### config.mk
export PLATFORM = sky130hd
export DESIGN_NAME = svc_ice40_pll_mgr
export DESIGN_NICKNAME = d
export VERILOG_FILES = /design/src/rtl/svc_ice40_pll_pkg.sv /design/src/rtl/svc_ice40_pll_core.sv /design/src/rtl/svc_sync.sv /design/src/rtl/svc_ice40_pll_mgr.sv
export SDC_FILE = /design/constraint.sdc
export NUM_CORES = 1
export LEC_CHECK = 0
export ABC_AREA = 1
export CAP_MARGIN = 40
export CORE_AREA = 2 2 75 77
export CTS_CLUSTER_DIAMETER = 50
export DETAILED_ROUTE_END_ITERATION = 12
export DIE_AREA = 0 0 77 79
export PLACE_DENSITY = 0.78
export SLEW_MARGIN = 25
export SYNTH_ARGS = -nofsm -noshare
export SYNTH_HDL_FRONTEND = slang
export SYNTH_SLANG_ARGS = --single-unit
export TNS_END_PERCENT = 10
### constraint.sdc
create_clock -name clk_i -period 0.9 [get_ports clk_i]
set_clock_uncertainty 0.2 [all_clocks]
set_input_delay 0.135 -clock clk_i [delete_from_list [all_inputs] [get_ports clk_i]]
set_output_delay 0.135 -clock clk_i [all_outputs]
set_load 0.1 [all_outputs]
### src/rtl/svc_ice40_pll_pkg.sv
// Shared types and frequency helpers for the iCE40 PLL manager.
package svc_ice40_pll_pkg;

   typedef enum logic [1:0] {
      RESET     = 2'd0,
      WAIT_LOCK = 2'd1,
      LOCKED    = 2'd2
   } pll_mgr_state_t;

   // Frequencies in kHz so typical board oscillators stay exact.
   function automatic longint pll_pfd_khz(input longint fref_khz, input logic [3:0] divr);
      return fref_khz / (longint'(divr) + 64'sd1);
   endfunction

   function automatic longint pll_vco_khz(input longint fref_khz, input logic [3:0] divr,
                                          input logic [6:0] divf);
      return pll_pfd_khz(fref_khz, divr) * (longint'(divf) + 64'sd1);
   endfunction

   function automatic longint pll_fout_khz(input longint fref_khz, input logic [3:0] divr,
                                           input logic [6:0] divf, input logic [2:0] divq);
      return pll_vco_khz(fref_khz, divr, divf) >> divq;
   endfunction

endpackage

### src/rtl/svc_ice40_pll_core.sv
// Thin SB_PLL40_CORE wrapper; without SVC_ICE40_PLL_USE_SB a behavioural model whose LOCK rises
// SIM_LOCK_DLY cycles after RESETB goes high and drops as soon as RESETB goes low.
module svc_ice40_pll_core
   import svc_ice40_pll_pkg::*;
#(
   parameter logic [3:0] DIVR         = 4'd0,
   parameter logic [6:0] DIVF         = 7'd5,
   parameter logic [2:0] DIVQ         = 3'd3,
   parameter logic [2:0] FILTER_RANGE = 3'd5,
   parameter longint     FREF_KHZ     = 100000,
   parameter int         SIM_LOCK_DLY = 32
) (
   input  logic REFERENCECLK,
   input  logic RESETB,
   output logic LOCK,
   output logic PLLOUTGLOBAL
);

   localparam longint PFD_KHZ = pll_pfd_khz(FREF_KHZ, DIVR);
   localparam longint VCO_KHZ = pll_vco_khz(FREF_KHZ, DIVR, DIVF);

   // Refuse settings the silicon PLL cannot run at.
   if (PFD_KHZ < 10000 || PFD_KHZ > 133000 || VCO_KHZ < 533000 || VCO_KHZ > 1066000 ||
       DIVQ == 3'd0 || DIVQ == 3'd7 || FILTER_RANGE == 3'd0 || FILTER_RANGE == 3'd7) begin : g_cfg_err
      $error("svc_ice40_pll_core: PLL configuration out of range");
   end

`ifndef SVC_ICE40_PLL_USE_SB
   localparam int DW = $clog2(SIM_LOCK_DLY + 1) + 1;

   logic [DW-1:0] dly_q, dly_d;
   logic          lock_q, lock_d;

   always_comb begin
      dly_d  = dly_q;
      lock_d = lock_q;
      if (dly_q == DW'(SIM_LOCK_DLY - 1)) begin
         lock_d = 1'b1;
      end else begin
         dly_d = dly_q + DW'(1);
      end
   end

   always_ff @(posedge REFERENCECLK or negedge RESETB) begin
      if (!RESETB) begin
         dly_q  <= '0;
         lock_q <= 1'b0;
      end else begin
         dly_q  <= dly_d;
         lock_q <= lock_d;
      end
   end

   assign LOCK         = lock_q;
   assign PLLOUTGLOBAL = REFERENCECLK;
`else
   SB_PLL40_CORE #(
      .FEEDBACK_PATH ("SIMPLE"),
      .DIVR          (DIVR),
      .DIVF          (DIVF),
      .DIVQ          (DIVQ),
      .FILTER_RANGE  (FILTER_RANGE)
   ) u_pll (
      .REFERENCECLK    (REFERENCECLK),
      .PLLOUTCORE      (),
      .PLLOUTGLOBAL    (PLLOUTGLOBAL),
      .EXTFEEDBACK     (1'b0),
      .DYNAMICDELAY    (8'd0),
      .LOCK            (LOCK),
      .BYPASS          (1'b0),
      .RESETB          (RESETB),
      .LATCHINPUTVALUE (1'b0),
      .SDI             (1'b0),
      .SCLK            (1'b0),
      .SDO             ()
   );
`endif

endmodule

### src/rtl/svc_sync.sv
// Multi-stage synchroniser cell for a single asynchronous level.
module svc_sync #(
   parameter int STAGES = 2
) (
   input  logic clk_i,
   input  logic rst_ni,
   input  logic d_i,
   output logic q_o
);

   logic [STAGES-1:0] sync_q, sync_d;

   always_comb begin
      sync_d = {sync_q[STAGES-2:0], d_i};
   end

   always_ff @(posedge clk_i or negedge rst_ni) begin
      if (!rst_ni) begin
         sync_q <= '0;
      end else begin
         sync_q <= sync_d;
      end
   end

   assign q_o = sync_q[STAGES-1];

endmodule

### src/rtl/svc_ice40_pll_mgr.sv
// iCE40 PLL manager: sequences PLL reset, qualifies lock, retries on timeout, relocks on loss.
// Optional lock-loss counter enabled by defining SVC_ICE40_PLL_MGR_LOSS_CNT_EN.
module svc_ice40_pll_mgr
   import svc_ice40_pll_pkg::*;
#(
   parameter logic [3:0] DIVR         = 4'd0,
   parameter logic [6:0] DIVF         = 7'd5,
   parameter logic [2:0] DIVQ         = 3'd3,
   parameter logic [2:0] FILTER_RANGE = 3'd5,
   parameter longint     FREF_KHZ     = 100000,
   parameter int         RST_CYCLES   = 16,
   parameter int         LOCK_CYCLES  = 1024,
   parameter int         TIMEOUT      = 65536,
   parameter int         CNT_W        = 8,
   parameter int         SIM_LOCK_DLY = 32
) (
   input  logic             clk_i,
   input  logic             rst_ni,
   output logic             clk_o,
   output logic             locked_o,
   output logic [CNT_W-1:0] retry_cnt_o,
   output logic [CNT_W-1:0] lock_loss_cnt_o
);

   localparam int RST_W = $clog2(RST_CYCLES) + 1;
   localparam int STB_W = $clog2(LOCK_CYCLES) + 1;
   localparam int TMO_W = $clog2(TIMEOUT) + 1;
   localparam logic [CNT_W-1:0] CNT_MAX = '1;

   pll_mgr_state_t   state_q, state_d;
   logic [RST_W-1:0] rst_cnt_q, rst_cnt_d;
   logic [STB_W-1:0] stable_q, stable_d;
   logic [TMO_W-1:0] tmo_q, tmo_d;
   logic [CNT_W-1:0] retry_q, retry_d;
   logic             resetb_q, resetb_d;
   logic             locked_q, locked_d;
   logic             pll_lock;
   logic             lock_s;

   svc_ice40_pll_core #(
      .DIVR         (DIVR),
      .DIVF         (DIVF),
      .DIVQ         (DIVQ),
      .FILTER_RANGE (FILTER_RANGE),
      .FREF_KHZ     (FREF_KHZ),
      .SIM_LOCK_DLY (SIM_LOCK_DLY)
   ) u_core (
      .REFERENCECLK (clk_i),
      .RESETB       (resetb_q),
      .LOCK         (pll_lock),
      .PLLOUTGLOBAL (clk_o)
   );

   svc_sync #(.STAGES(2)) u_lock_sync (
      .clk_i  (clk_i),
      .rst_ni (rst_ni),
      .d_i    (pll_lock),
      .q_o    (lock_s)
   );

   always_comb begin
      state_d   = state_q;
      rst_cnt_d = rst_cnt_q;
      stable_d  = stable_q;
      tmo_d     = tmo_q;
      retry_d   = retry_q;
      unique case (state_q)
         RESET: begin
            if (rst_cnt_q == RST_W'(RST_CYCLES - 1)) begin
               state_d  = WAIT_LOCK;
               stable_d = '0;
               tmo_d    = '0;
            end else begin
               rst_cnt_d = rst_cnt_q + RST_W'(1);
            end
         end
         WAIT_LOCK: begin
            tmo_d    = tmo_q + TMO_W'(1);
            stable_d = lock_s ? stable_q + STB_W'(1) : '0;
            // A qualified lock takes priority over a timeout landing on the same cycle.
            if (stable_q == STB_W'(LOCK_CYCLES)) begin
               state_d = LOCKED;
            end else if (tmo_q == TMO_W'(TIMEOUT - 1)) begin
               state_d   = RESET;
               rst_cnt_d = '0;
               if (retry_q != CNT_MAX) begin
                  retry_d = retry_q + CNT_W'(1);
               end
            end
         end
         LOCKED: begin
            if (!lock_s) begin
               state_d   = RESET;
               rst_cnt_d = '0;
            end
         end
         default: begin
            state_d   = RESET;
            rst_cnt_d = '0;
         end
      endcase
      resetb_d = (state_d != RESET);
      locked_d = (state_d == LOCKED);
   end

   always_ff @(posedge clk_i or negedge rst_ni) begin
      if (!rst_ni) begin
         state_q   <= RESET;
         rst_cnt_q <= '0;
         stable_q  <= '0;
         tmo_q     <= '0;
         retry_q   <= '0;
         resetb_q  <= 1'b0;
         locked_q  <= 1'b0;
      end else begin
         state_q   <= state_d;
         rst_cnt_q <= rst_cnt_d;
         stable_q  <= stable_d;
         tmo_q     <= tmo_d;
         retry_q   <= retry_d;
         resetb_q  <= resetb_d;
         locked_q  <= locked_d;
      end
   end

`ifdef SVC_ICE40_PLL_MGR_LOSS_CNT_EN
   logic [CNT_W-1:0] loss_q, loss_d;

   always_comb begin
      loss_d = loss_q;
      if (state_q == LOCKED && !lock_s && loss_q != CNT_MAX) begin
         loss_d = loss_q + CNT_W'(1);
      end
   end

   always_ff @(posedge clk_i or negedge rst_ni) begin
      if (!rst_ni) begin
         loss_q <= '0;
      end else begin
         loss_q <= loss_d;
      end
   end

   assign lock_loss_cnt_o = loss_q;
`else
   assign lock_loss_cnt_o = '0;
`endif

   assign locked_o    = locked_q;
   assign retry_cnt_o = retry_q;

endmodule

==> run summary <==
Status: complete, but fails checks
Failing checks: negative hold slack, negative setup slack
Vias: 3646
Design Area, Final: 0.004611 mm2
Antenna Diode Count: 0
Grt met3 use: 7.841%
Minimum clock period: 2.532 ns
Drt initial violations: 554
Layout Area Growth over Synthesis: 51.40%
Lkg Pwr: 2.225 nW
Total gr overflow: 0
#FFs+latches synth: 55
Post-route setup TNS: -58.04 ns
Crit path DAT: 2.67 ns
Cell Pwr Density: 1189 mW/mm2
Max Cap Viol: 0
Placement row count: 27
Sequential area share after synthesis: 45.19%
FF+latch area: 0.001383 mm2
Clock Latency Late Sink: 0.45 ns
Die H: 79 um
Final Hold Vio Count: 9
DRC viols: 0
Final worst slack: -1.632 ns
Switching part of the total: 29.71%
I/O Pins: 20
Number of global-route vias before repair: 3339
First-pass GRT wire length: 16100 um
CP endpoint kind: flip-flop
FMAX: 395.0 MHz
Footprint of the multi-input gates: 0.001680 mm2
Slew Viols, Final: 0
Initial antenna violation count: 0
Worst-path clk slew: 0.10 ns
Filler cells: 233
Final period util: 281.3%
Setup WS pre-CTS: -1.303 ns
Largest net degree at the start of global routing: 48
Final core utilization: 86.38%
Unrepaired setup endpoints after global routing: yes
Clk pwr share: 51.3%
Synthesized area: 0.003045 mm2
DRT Pass-1 Iters: 7
Sequential power share: 45.0%
CTS Hold Bufs: 1
Core Region: 0.005338 mm2
Initial core utilization: 57.06%
Global placement routability congestion: 0.8696
Crit Path Class: flip-flop to flip-flop
M2 GR Usage: 59.65%
Share of cells above drive strength 1: 40.44%
Worst Path Required: 1.04 ns
Total power: 0.005482 W
CTS tree: yes
NumNets Final: 511
Via density: 6.352
Detail Placement HPWL: 5425 um
HP Class: flip-flop to asynchronous set/reset pin
Post-Synthesis Cells: 379
Sw power: 0.001629 W
Combinational fraction of design power: 3.7%
Drt wl/cell: 21.90 um
Cell Area, Placed: 0.004058 mm2
Total Routing Usage GR: 34.55%
Port Buffers: 11
Worst ir drop on vdd: 2.902 mV
Die width: 77 um
Hold Slack: -0.06242 ns
Die area: 0.006083 mm2
Cell Int Power: 0.003854 W
Synth warn: 0
Yosys cell types: 37
Grt peak-use layer: met2
Met1 usage: 38.70%
Setup violators final: 63
DRT Wirelength: 12570 um
ANT nets after route: 0
Synth Area per Inst: 8.035 um2
Crit start category: flip-flop
CP max FO: 8
## critical path, cell delays in order, from the launching register on
cell and delay, ns:
dfrtp_1 0.43, ha_4 0.18, nand2_4 0.06, nor2_4 0.08
nand4_1 0.18, nor3b_2 0.27, ha_2 0.26, inv_2 0.07
nor2_4 0.14, buf_6 0.13, nand3_4 0.14, nand2_2 0.18
nand2_1 0.08
## metal layers
layer,vias up,routed length (um)
li1,1453,-
met1,1710,4131
met2,355,5991
met3,126,1296
met4,2,1124
met5,-,29
## sequential cells by signal (all words and copies together), names as in the netlist, 2 cells and up
name / cells
retry_cnt_o: 8
rst_cnt_q: 5
stable_q: 11
state_q: 2
tmo_q: 17
u_core.dly_q: 7
u_lock_sync.sync_q: 2
## repair_timing
item / in CTS / in global routing
buffers inserted: 3 / 6
endpoints found under the setup margin: 63 / 63
pin swaps: 15 / 14
gates resized for setup: 49 / 36
endpoints found under the hold margin: 55 / 8
## placed cells by master (no fill, tap or decap), types with 8 or more instances in the layout
cell,count
nand3_1,20
buf_6,17
o21ai_1,9
o21ai_0,12
nand4_1,15
nand2_2,12
buf_4,84
nand2_1,91
dfrtp_1,50
nand3_2,12
nor2_1,29
conb_1,8
inv_1,40
buf_12,13
## logic make-up (layout without fill, tap and decap cells)
logic type      Yosys count  count (layout)  share of synthesized area [%]
flops                    55              55                          45.19
mux                       1               1                         0.3287
xor+xnor                  9               9                          2.588
buf+inv                  59             175                          8.710
other cells               1               8                         0.1231
compound gates           38              38                          7.231
fa+ha+maj                 8               8                          3.287
simple gates            208             208                          32.54
## cell type report
type                       instances  share of cell area [%]
clock buffer                       9                   2.985
inverter                          47                   3.881
clock inverter                     3                  0.9498
tap                               72                   1.954
multi-input combinational        272                   36.45
sequential                        55                   29.99
timing repair buffer             116                   23.80
## final timing paths
path / start / end / slack, ns / depth (start not counted)
max: tmo_q[1] / retry_cnt_o[2] / -1.63 / 12
min: resetb_q / u_core.dly_q[1] / -0.06 / 0
max reg2reg: tmo_q[1] / retry_cnt_o[2] / -1.63 / 12
max in group asynchronous: rst_ni / retry_cnt_o[0] / 0.25 / 3
min reg2reg: resetb_q / u_core.dly_q[1] / -0.06 / 0
min in group clk_i: u_lock_sync.sync_q[0] / u_lock_sync.sync_q[1] / 0.18 / 0
## stage by stage
stage / hold slack [ns] / std cells
2_1_floorplan: -0.3606 / 386
3_3_place_gp: -0.06591 / 553
3_5_place_dp: -0.06300 / 553
4_1_cts: -0.05335 / 568
5_1_grt: -0.02024 / 574
6_report: -0.06242 / 574
## cells in the mapped netlist
cell / instances / area share (%)
a21boi_4: 1 / 0.62
a21oi_1: 8 / 1.3
a22o_1: 1 / 0.29
a22oi_1: 1 / 0.25
a31oi_1: 1 / 0.21
buf_2: 2 / 0.33
buf_4: 9 / 2.2
buf_6: 1 / 0.37
conb_1: 1 / 0.12
dfrtp_1: 55 / 45
ha_1: 8 / 3.3
inv_1: 45 / 5.5
inv_2: 2 / 0.25
mux2i_1: 1 / 0.33
nand2_1: 102 / 13
nand2_2: 5 / 1.0
nand3_1: 31 / 5.1
nand3_2: 3 / 0.99
nand3_4: 2 / 1.2
nand3b_1: 1 / 0.25
nand4_1: 15 / 3.1
nor2_1: 37 / 4.6
nor2_2: 3 / 0.62
nor2_4: 3 / 1.1
nor2_8: 1 / 0.66
nor3_1: 1 / 0.16
nor3_4: 1 / 0.53
nor3b_1: 1 / 0.25
o21ai_0: 19 / 3.1
o21ai_1: 3 / 0.49
o21bai_1: 1 / 0.25
o22ai_1: 2 / 0.41
o32ai_1: 1 / 0.29
or2_2: 1 / 0.21
or2_4: 1 / 0.29
xnor2_1: 5 / 1.4
xor2_1: 4 / 1.2
## power by group through the flow
stage                     combinational (W)  clock [W]  sequential [W]
after floorplan                    0.000171   0.000419         0.00252
after global placement             0.000199   0.000436         0.00252
after detailed placement           0.000200   0.000436         0.00252
after CTS                          0.000203    0.00266         0.00247
after global routing               0.000214    0.00289         0.00247
final                              0.000203    0.00281         0.00247
Note: power is estimated with default switching activity, not from simulation.
